`config.mk`:
```
export PLATFORM = sky130hd
export DESIGN_NAME = spi_shifter_flat
export DESIGN_NICKNAME = d
export VERILOG_FILES = /design/src/rtl/spi_shifter_if.sv /design/src/rtl/spi_shifter.sv /design/src/flat_wrapper.sv
export SDC_FILE = /design/constraint.sdc
export NUM_CORES = 1
export LEC_CHECK = 0
export CAP_MARGIN = 40
export CORE_UTILIZATION = 41
export CTS_CLUSTER_DIAMETER = 100
export CTS_CLUSTER_SIZE = 30
export DETAILED_ROUTE_END_ITERATION = 8
export GPL_ROUTABILITY_DRIVEN = 0
export GPL_TIMING_DRIVEN = 0
export PLACE_DENSITY = 0.81
export SYNTH_ARGS = -nofsm -noshare
export SYNTH_HDL_FRONTEND = slang
export SYNTH_SLANG_ARGS = --single-unit
```
`constraint.sdc`:
```
create_clock -name clk -period 1.6 [get_ports clk]
set_input_delay 0.24 -clock clk [delete_from_list [all_inputs] [get_ports clk]]
set_output_delay 0.24 -clock clk [all_outputs]
set_load 0.01 [all_outputs]
```
`src/rtl/spi_shifter_if.sv`:
```
// spi_shifter_if: bundles the parallel-load, serial and parallel-receive
// signals of the SPI shift engine. The master modport is the parent SPI
// controller; the slave modport is the shift engine itself.
interface spi_shifter_if #(
    parameter int BW = 32
);
    logic [BW-1:0] load_data;
    logic          load_val;
    logic          load_rdy;
    logic          sdi;
    logic          sample_en;
    logic          shift_en;
    logic          sdo;
    logic [BW-1:0] recv_data;
    logic          recv_val;
    logic          recv_rdy;
    logic          busy;

    modport master (
        output load_data,
        output load_val,
        input  load_rdy,
        output sdi,
        output sample_en,
        output shift_en,
        input  sdo,
        input  recv_data,
        input  recv_val,
        output recv_rdy,
        input  busy
    );

    modport slave (
        input  load_data,
        input  load_val,
        output load_rdy,
        input  sdi,
        input  sample_en,
        input  shift_en,
        output sdo,
        output recv_data,
        output recv_val,
        input  recv_rdy,
        output busy
    );
endinterface

```
`src/rtl/spi_shifter.sv`:
```
// spi_shifter: SPI bit-shift engine with a bit counter and valid/ready
// handshakes on the load and receive sides. The parent supplies one-cycle
// sample/shift strobes. A loaded word is launched on sdo while the incoming
// sdi bits are assembled in the same shift register; after BW shifts the
// received word is offered on recv_data until the consumer takes it.
//
// Build option: define SPI_SHIFTER_LSB_FIRST_EN for an LSB-first transfer
// (sdo taken from bit 0, data shifted in at the top). Default is MSB-first.
//
// All outputs are flops loaded from the next-state values, so there is no
// combinational path from any input to any output.
module spi_shifter #(
    parameter  int BW = 32,
    localparam int CW = $clog2(BW + 1)
) (
    input  logic         clk,
    input  logic         reset,
    spi_shifter_if.slave bus
);

    typedef enum logic [1:0] {
        IDLE = 2'd0,
        XFER = 2'd1,
        DONE = 2'd2
    } state_t;

    localparam logic [CW-1:0] CNT_ONE  = CW'(1'b1);
    localparam logic [CW-1:0] CNT_TERM = CW'(BW);

`ifdef SPI_SHIFTER_LSB_FIRST_EN
    localparam int SDO_IDX = 0;
`else
    localparam int SDO_IDX = BW - 1;
`endif

    // Shift one serial bit into the word in the configured direction.
    function automatic logic [BW-1:0] shift_in(input logic [BW-1:0] cur,
                                               input logic          b);
`ifdef SPI_SHIFTER_LSB_FIRST_EN
        return {b, cur[BW-1:1]};
`else
        return {cur[BW-2:0], b};
`endif
    endfunction

    state_t        state_r;
    state_t        state_next_s;
    logic [BW-1:0] shreg_r;
    logic [BW-1:0] shreg_next_s;
    logic          samp_r;
    logic          samp_next_s;
    logic [CW-1:0] cnt_r;
    logic [CW-1:0] cnt_next_s;
    logic [CW-1:0] cnt_inc_s;
    logic          shift_bit_s;

    // Next-state logic: load acceptance, sample/shift handling, terminal count.
    always_comb begin
        state_next_s = state_r;
        shreg_next_s = shreg_r;
        samp_next_s  = samp_r;
        cnt_next_s   = cnt_r;
        cnt_inc_s    = cnt_r + CNT_ONE;

        // A sample strobe coinciding with a shift forwards sdi directly.
        if (bus.sample_en) begin
            shift_bit_s = bus.sdi;
        end else begin
            shift_bit_s = samp_r;
        end

        case (state_r)
            IDLE: begin
                if (bus.load_val) begin
                    shreg_next_s = bus.load_data;
                    cnt_next_s   = {CW{1'b0}};
                    state_next_s = XFER;
                end else begin
                    state_next_s = IDLE;
                end
            end
            XFER: begin
                if (bus.sample_en) begin
                    samp_next_s = bus.sdi;
                end else begin
                    samp_next_s = samp_r;
                end
                if (bus.shift_en) begin
                    shreg_next_s = shift_in(shreg_r, shift_bit_s);
                    cnt_next_s   = cnt_inc_s;
                    if (cnt_inc_s == CNT_TERM) begin
                        state_next_s = DONE;
                    end else begin
                        state_next_s = XFER;
                    end
                end else begin
                    state_next_s = XFER;
                end
            end
            DONE: begin
                // Word is frozen here; strobes are ignored until handoff.
                if (bus.recv_rdy) begin
                    state_next_s = IDLE;
                end else begin
                    state_next_s = DONE;
                end
            end
            default: begin
                state_next_s = IDLE;
                shreg_next_s = {BW{1'b0}};
                samp_next_s  = 1'b0;
                cnt_next_s   = {CW{1'b0}};
            end
        endcase
    end

    // Core state: FSM, shift register, captured bit and bit counter.
    always_ff @(posedge clk) begin
        if (reset) begin
            state_r <= IDLE;
            shreg_r <= {BW{1'b0}};
            samp_r  <= 1'b0;
            cnt_r   <= {CW{1'b0}};
        end else begin
            state_r <= state_next_s;
            shreg_r <= shreg_next_s;
            samp_r  <= samp_next_s;
            cnt_r   <= cnt_next_s;
        end
    end

    // Registered outputs, each equal to the decode of the registered state.
    always_ff @(posedge clk) begin
        if (reset) begin
            bus.load_rdy  <= 1'b1;
            bus.busy      <= 1'b0;
            bus.recv_val  <= 1'b0;
            bus.sdo       <= 1'b0;
            bus.recv_data <= {BW{1'b0}};
        end else begin
            bus.load_rdy  <= (state_next_s == IDLE);
            bus.busy      <= (state_next_s == XFER);
            bus.recv_val  <= (state_next_s == DONE);
            bus.sdo       <= shreg_next_s[SDO_IDX];
            bus.recv_data <= shreg_next_s;
        end
    end

endmodule

```
`src/flat_wrapper.sv`:
```
// flat-port wrapper written by rule: the top's interface ports become plain ports
module spi_shifter_flat 
#(
    parameter  int BW = 32,
    localparam int CW = $clog2(BW + 1)
)
  (clk, reset, bus_load_data, bus_load_val, bus_load_rdy, bus_sdi, bus_sample_en, bus_shift_en, bus_sdo, bus_recv_data, bus_recv_val, bus_recv_rdy, bus_busy);
  spi_shifter_if #(.BW(BW)) bus_i ();
  input  logic clk;
  input  logic reset;
  input wire logic [$bits(bus_i.load_data)-1:0] bus_load_data;
  input wire logic [$bits(bus_i.load_val)-1:0] bus_load_val;
  output wire logic [$bits(bus_i.load_rdy)-1:0] bus_load_rdy;
  input wire logic [$bits(bus_i.sdi)-1:0] bus_sdi;
  input wire logic [$bits(bus_i.sample_en)-1:0] bus_sample_en;
  input wire logic [$bits(bus_i.shift_en)-1:0] bus_shift_en;
  output wire logic [$bits(bus_i.sdo)-1:0] bus_sdo;
  output wire logic [$bits(bus_i.recv_data)-1:0] bus_recv_data;
  output wire logic [$bits(bus_i.recv_val)-1:0] bus_recv_val;
  input wire logic [$bits(bus_i.recv_rdy)-1:0] bus_recv_rdy;
  output wire logic [$bits(bus_i.busy)-1:0] bus_busy;
  assign bus_i.load_data = bus_load_data;
  assign bus_i.load_val = bus_load_val;
  assign bus_load_rdy = bus_i.load_rdy;
  assign bus_i.sdi = bus_sdi;
  assign bus_i.sample_en = bus_sample_en;
  assign bus_i.shift_en = bus_shift_en;
  assign bus_sdo = bus_i.sdo;
  assign bus_recv_data = bus_i.recv_data;
  assign bus_recv_val = bus_i.recv_val;
  assign bus_i.recv_rdy = bus_recv_rdy;
  assign bus_busy = bus_i.busy;
  spi_shifter #(.BW(BW)) u_core (.clk(clk), .reset(reset), .bus(bus_i));
endmodule
```
# Yosys cells after proc, flatten, opt, wreduce, memory -nomap -nowiden
# Cells that the tools add are included.
[word_totals]
ff_bits = 44
in_bits = 39
output_inout_bits = 36
word_cells = 34
[op_classes]
add_sub_neg = 1
n_eq_ne = 7
muxes = 13
bitwise = 1
reduce_logical = 4
[op_table]
columns = ["cell", "n"]
rows = [
  ["32-bit case mux with 3 select lines", 1],
  ["32-bit 2-to-1 mux", 2],
  ["6-bit case mux with 3 select lines", 1],
  ["6-bit 2-to-1 mux", 2],
  ["6-bit by 1-bit adder with 6-bit output (second input constant)", 1],
  ["6-bit == test (second input constant)", 1],
  ["2-bit 2-to-1 mux", 3],
  ["2-bit case mux with 3 select lines", 1],
  ["2-bit by 1-bit == test with 1-bit output (second input constant)", 2],
  ["2-bit == test (second input constant)", 2],
  ["2-bit logical NOT", 2],
  ["2-bit != test (second input constant)", 2],
  ["3-bit AND reduction", 1],
  ["1-bit 2-to-1 mux", 2],
  ["1-bit case mux with 2 select lines", 1],
  ["2-bit OR reduction", 1],
  ["1-bit inverter", 1],
]

# Depth between registers and ports, before layout
[logic_depth]
ltp_word = 6
depth_mapped = 8
depth_no_buf = 5

# Worst setup path after synthesis
# No wires, ideal clock.
[synth_path]
kind = "register to register"
startpoint = "register u_core.cnt_r[0]"
endpoint = "register u_core.state_r[1]"
setup_time_ps = 75
arrival_ps = 1416
required_ps = 1525
setup_slack_ps = 109
stages_incl_launch_ff = 6
path_buffers = 0
period_less_slack_ps = 1491
cell_sequence = "dfxtp_1 -> ha_1 -> xnor2_1 -> nand4_1 -> or4_1 -> o22ai_1"
[synth_via]
elab_chain_cells = 5
[synth_rtl]
columns = ["element", "line_no", "rtl"]
rows = [
  ["from (decl)", "spi_shifter.sv:52", "logic [CW-1:0] cnt_r;"],
  ["from (signal assigned)", "spi_shifter.sv:123", "cnt_r <= {CW{1'b0}};"],
  ["from (signal assigned)", "spi_shifter.sv:128", "cnt_r <= cnt_next_s;"],
  ["6-bit by 1-bit adder with 6-bit output", "spi_shifter.sv:63", "cnt_inc_s = cnt_r + CNT_ONE;"],
  ["6-bit == test", "spi_shifter.sv:91", "if (cnt_inc_s == CNT_TERM) begin"],
  ["2-bit 2-to-1 mux", "spi_shifter.sv:91", ""],
  ["2-bit 2-to-1 mux", "spi_shifter.sv:88", "if (bus.shift_en) begin"],
  ["2-bit case mux with 3 select lines", "spi_shifter.sv:72", "case (state_r)"],
  ["to (signal assigned)", "spi_shifter.sv:125", "state_r <= state_next_s;"],
  ["to (decl)", "spi_shifter.sv:46", "state_t state_r;"],
]
# Every way passes these cells.
# A chain may end at the register's enable or synchronous reset.

# Worst setup path in the final report
[layout_path]
startpoint = "register u_core.state_r[0]"
endpoint = "register u_core.shreg_r[31]"
[layout_via]
elab_chain_cells = 3
word_cells_on_any_way = 8
cone_classes = "eq/ne: 4; mux: 1; bitwise: 1; reduce/logical: 2"
[layout_rtl]
columns = ["element", "line_no", "rtl"]
rows = [
  ["2-bit by 1-bit == test with 1-bit output (tied with other cells)", "spi_shifter.sv:72", ""],
  ["2-bit != test (no line) / 1-bit inverter (equally long branches)", "--", ""],
  ["3-bit AND reduction (no line)", "--", ""],
  ["to (signal assigned)", "spi_shifter.sv:121", "shreg_r <= {BW{1'b0}};"],
  ["to (signal assigned)", "spi_shifter.sv:126", "shreg_r <= shreg_next_s;"],
  ["to (decl)", "spi_shifter.sv:48", "logic [BW-1:0] shreg_r;"],
]
# Parallel ways exist; a longest one is shown, timed or not.

==> flow_metrics.env <==
export IMPL_worst_ep_arrival_time_ns=1.76
export IMPL_ant_nets=0
export IMPL_synth_simple_area_share_pct=21.72
export IMPL_grt_max_degree=16
export IMPL_dieWidth_um=74.79
export IMPL_ys_seq_area_share_pct=40.55
export IMPL_first_pass_iters=4
export IMPL_drt_iter0_markers=92
export IMPL_required_ns=1.83
export IMPL_yosysWarnings=0
export IMPL_min_to="u_core.cnt_r[5]$_SDFFE_PP0P_"
export IMPL_worst_pin_slew_ns=0.5062
export IMPL_hold_viol_final=0
export IMPL_synth_area_leader_cell="dfxtp_1"
export IMPL_clockBufferDepth=2
export IMPL_setup_worst_path_end_class="register"
export IMPL_via_count=2119
export IMPL_final_setup_tns_ns=0
export IMPL_crit_fanout=10
export IMPL_min_from="reset"
export IMPL_path_clk_slew_ns=0.09
export IMPL_cts_tree="built"
export IMPL_clk_root_buffer_cell="clkbuf_8"
export IMPL_grt_pass1_wl_um=8894
export IMPL_die_y_um=74.79
export IMPL_rrSetupSlack_ns=0.07
export IMPL_holdBufCountCts=0
export IMPL_drv_cap=0
export IMPL_placed_cells=394
export IMPL_fin_skew_ns=0.008713
export IMPL_fmax_mhz=653.5
export IMPL_synth_area_per_cell_sq_um=8.619
export IMPL_syn_nets=293
export IMPL_final_util_pct=62.86
export IMPL_synth_top_family_by_area="simple AND/OR/NAND/NOR gates"
export IMPL_min_path_type="in -> reg"
export IMPL_antennaDiodeCount=0
export IMPL_power_leakage_nw=1.196
export IMPL_syn_to_final_growth_pct=47.81
export IMPL_p_per_area_mw_per_mm2=835.4
export IMPL_insertion_delay_ns=0.31
export IMPL_antenna_found_initial=0
export IMPL_max_slew_margin_pct=66.25
export IMPL_total_power_mw=2.682
export IMPL_synth_top_area_share_pct=40.55
export IMPL_h_tree_depth=2
export IMPL_grt_pass1_vias=1981
export IMPL_r2r_start="u_core.state_r[0]$_SDFF_PP0_"
export IMPL_globalRouteOverflowTotal=0
export IMPL_maxSlewViolCount=0
export IMPL_status="finished, final reports clean"
export IMPL_vdd_ir_drop_max_v=0.0004817
export IMPL_r2r_end="u_core.shreg_r[31]$_SDFFE_PP0P_"
export IMPL_nets=376
export IMPL_grt_use_total_pct=20.64
export IMPL_critPathKind="reg -> reg"
export IMPL_wl_per_cell_um=13.87
export IMPL_via_per_inst=5.219
export IMPL_drive_above_1_share_pct=13.10
export IMPL_whs_path_depth=2
export IMPL_reg2reg_depth=7
export IMPL_drt_wl_total_um=5630
export IMPL_synth_compound_area_share_pct=15.32
export IMPL_hpwl_um=3983
export IMPL_synth_adder_area_share_pct=1.152
export IMPL_drc_errors=0
export IMPL_start_util_pct=42.53
export IMPL_synthesis_area_sq_mm=0.002172
export IMPL_port_buffers=72
export IMPL_setup_viol=0
export IMPL_final_cell_count_no_fill=406
export IMPL_fin_crit_sh_pct=95.64
export IMPL_fin_crit_ns=1.530
export IMPL_io_pins=75
export IMPL_synthMuxAreaShare_pct=13.82
export IMPL_coreArea_sq_mm=0.005107
export IMPL_dieArea_sq_mm=0.005593
export IMPL_synth_cell_type_count=34
export IMPL_synth_seq_cells=44
export IMPL_critPathLaunchType="register"
export IMPL_syn_inst=252
export IMPL_cts_buffers=5
export IMPL_holdWs_ns=0.3410
export IMPL_cts_sinks=44
export IMPL_synthTopCellsByArea="dfxtp_1 (41%), mux2i_1 (14%), or3_1 (8.6%), a21oi_1 (7.6%), nand2_1 (6.2%)"
export IMPL_synth_xor_area_share_pct=1.210
export IMPL_rows=26
[power breakdown]
group / internal (mW) / total, mW / switching [mW]
Sequential: 1.16 / 1.21 / 0.0523
Combinational: 0.342 / 0.589 / 0.247
Clock: 0.470 / 0.882 / 0.411
Total: 1.97 / 2.68 / 0.710
[cell usage in the layout (no fill, tap or decap), types with 3 or more instances in the layout]
master,n
dfxtp_1,40
clkdlybuf4s50_1,71
a21oi_1,31
clkbuf_1,8
nand3_1,3
nor2_1,13
mux2i_1,30
nand2_1,36
buf_4,9
buf_6,5
or3_1,29
a32oi_1,4
clkbuf_2,3
clkbuf_8,5
buf_2,3
[synthesized netlist by cell type]
library cell and n:
dfxtp_1 44, nand2_1 36, a21oi_1 33, mux2i_1 30, or3_1 30, nor2_1 13, clkbuf_1 11, buf_2 6
a32oi_1 4, buf_4 4, nand3_1 4, buf_6 3, nor3_1 3, xnor2_1 3, a211oi_1 2, a2bb2oi_1 2
ha_1 2, nor2b_1 2, o21ai_0 2, o21bai_1 2, o22ai_1 2, o31a_1 2, a21o_1 1, a22oi_1 1
a311oi_1 1, and3_1 1, nand2b_2 1, nand3b_1 1, nand4_1 1, nor2b_2 1, nor3b_1 1, o22a_1 1
o22ai_2 1, or4_1 1
[metrics by stage]
stage	setup WS, ns	cell area, sq um
after floorplan	0.1092	2172
after global placement	-0.3158	2980
after detailed placement	-0.3377	2980
after CTS	0.001850	3105
after global routing	-0.01324	3211
final	0.06969	3211
[repair_timing]
action                                  in CTS  in global routing
endpoints found under the setup margin      13                 37
buffers inserted                             0                  4
pin swaps                                    0                  1
resized for setup                            4                 28
hold endpoints to repair                     0                  0
[cell type report]
type / instances / area (sq um)
fill: 443 / 1897
multi-input combinational: 184 / 1210
sequential: 44 / 890.9
timing repair buffer: 76 / 753.2
buffer: 24 / 153.9
tap: 70 / 87.58
clock buffer: 5 / 68.82
clock inverter: 3 / 46.29
[registers in the layout, indices dropped and copies added (netlist names)]
| name | flops |
|---|---|
| u_core.bus.load_rdy | 1 |
| u_core.shreg_r | 32 |
| u_core.bus.recv_val | 1 |
| u_core.cnt_r | 6 |
| u_core.bus.busy | 1 |
| u_core.samp_r | 1 |
| u_core.state_r | 2 |
[layer usage]
metal  up-vias  global-route usage [%]  wire, um
li1       1063                       -         -
met1       982                   26.64      2513
met2        66                   33.93      2713
met3         8                   5.756       344
met4         0                   5.660        59
met5         -                       0         0
[worst max-delay path, cell delays in order, from the launching register on]
cell	delay (ns)
dfxtp_1	0.31
buf_4	0.16
nand2b_2	0.11
o22ai_4	0.09
buf_6	0.15
buf_6	0.13
or3_1	0.35
a21oi_1	0.16
[how the worst max path moves through the flow]
stage	from	end	slack [ns]	cells past startpoint
after floorplan	u_core.cnt_r[0]$_SDFFE_PP0P_	u_core.state_r[1]$_SDFF_PP0_	0.11	5
after global placement	bus_load_val	u_core.shreg_r[30]$_SDFFE_PP0P_	-0.32	7
after CTS	bus_load_val	u_core.shreg_r[31]$_SDFFE_PP0P_	0.002	7
after global routing	u_core.state_r[0]$_SDFF_PP0_	u_core.cnt_r[1]$_SDFFE_PP0P_	-0.01	8
final	u_core.state_r[0]$_SDFF_PP0_	u_core.shreg_r[31]$_SDFFE_PP0P_	0.07	7
after detailed placement	bus_load_val	u_core.shreg_r[31]$_SDFFE_PP0P_	-0.34	7
[cell families after synthesis]
group / count (synthesis)
and+or+nand+nor: 95
AOI/OAI and AO/OA: 54
muxes: 30
buffers and inverters: 24
xor gates and xnor gates: 3
adders and majority gates: 2
DFF: 44
No activity file was read; power rests on OpenSTA's default activity.
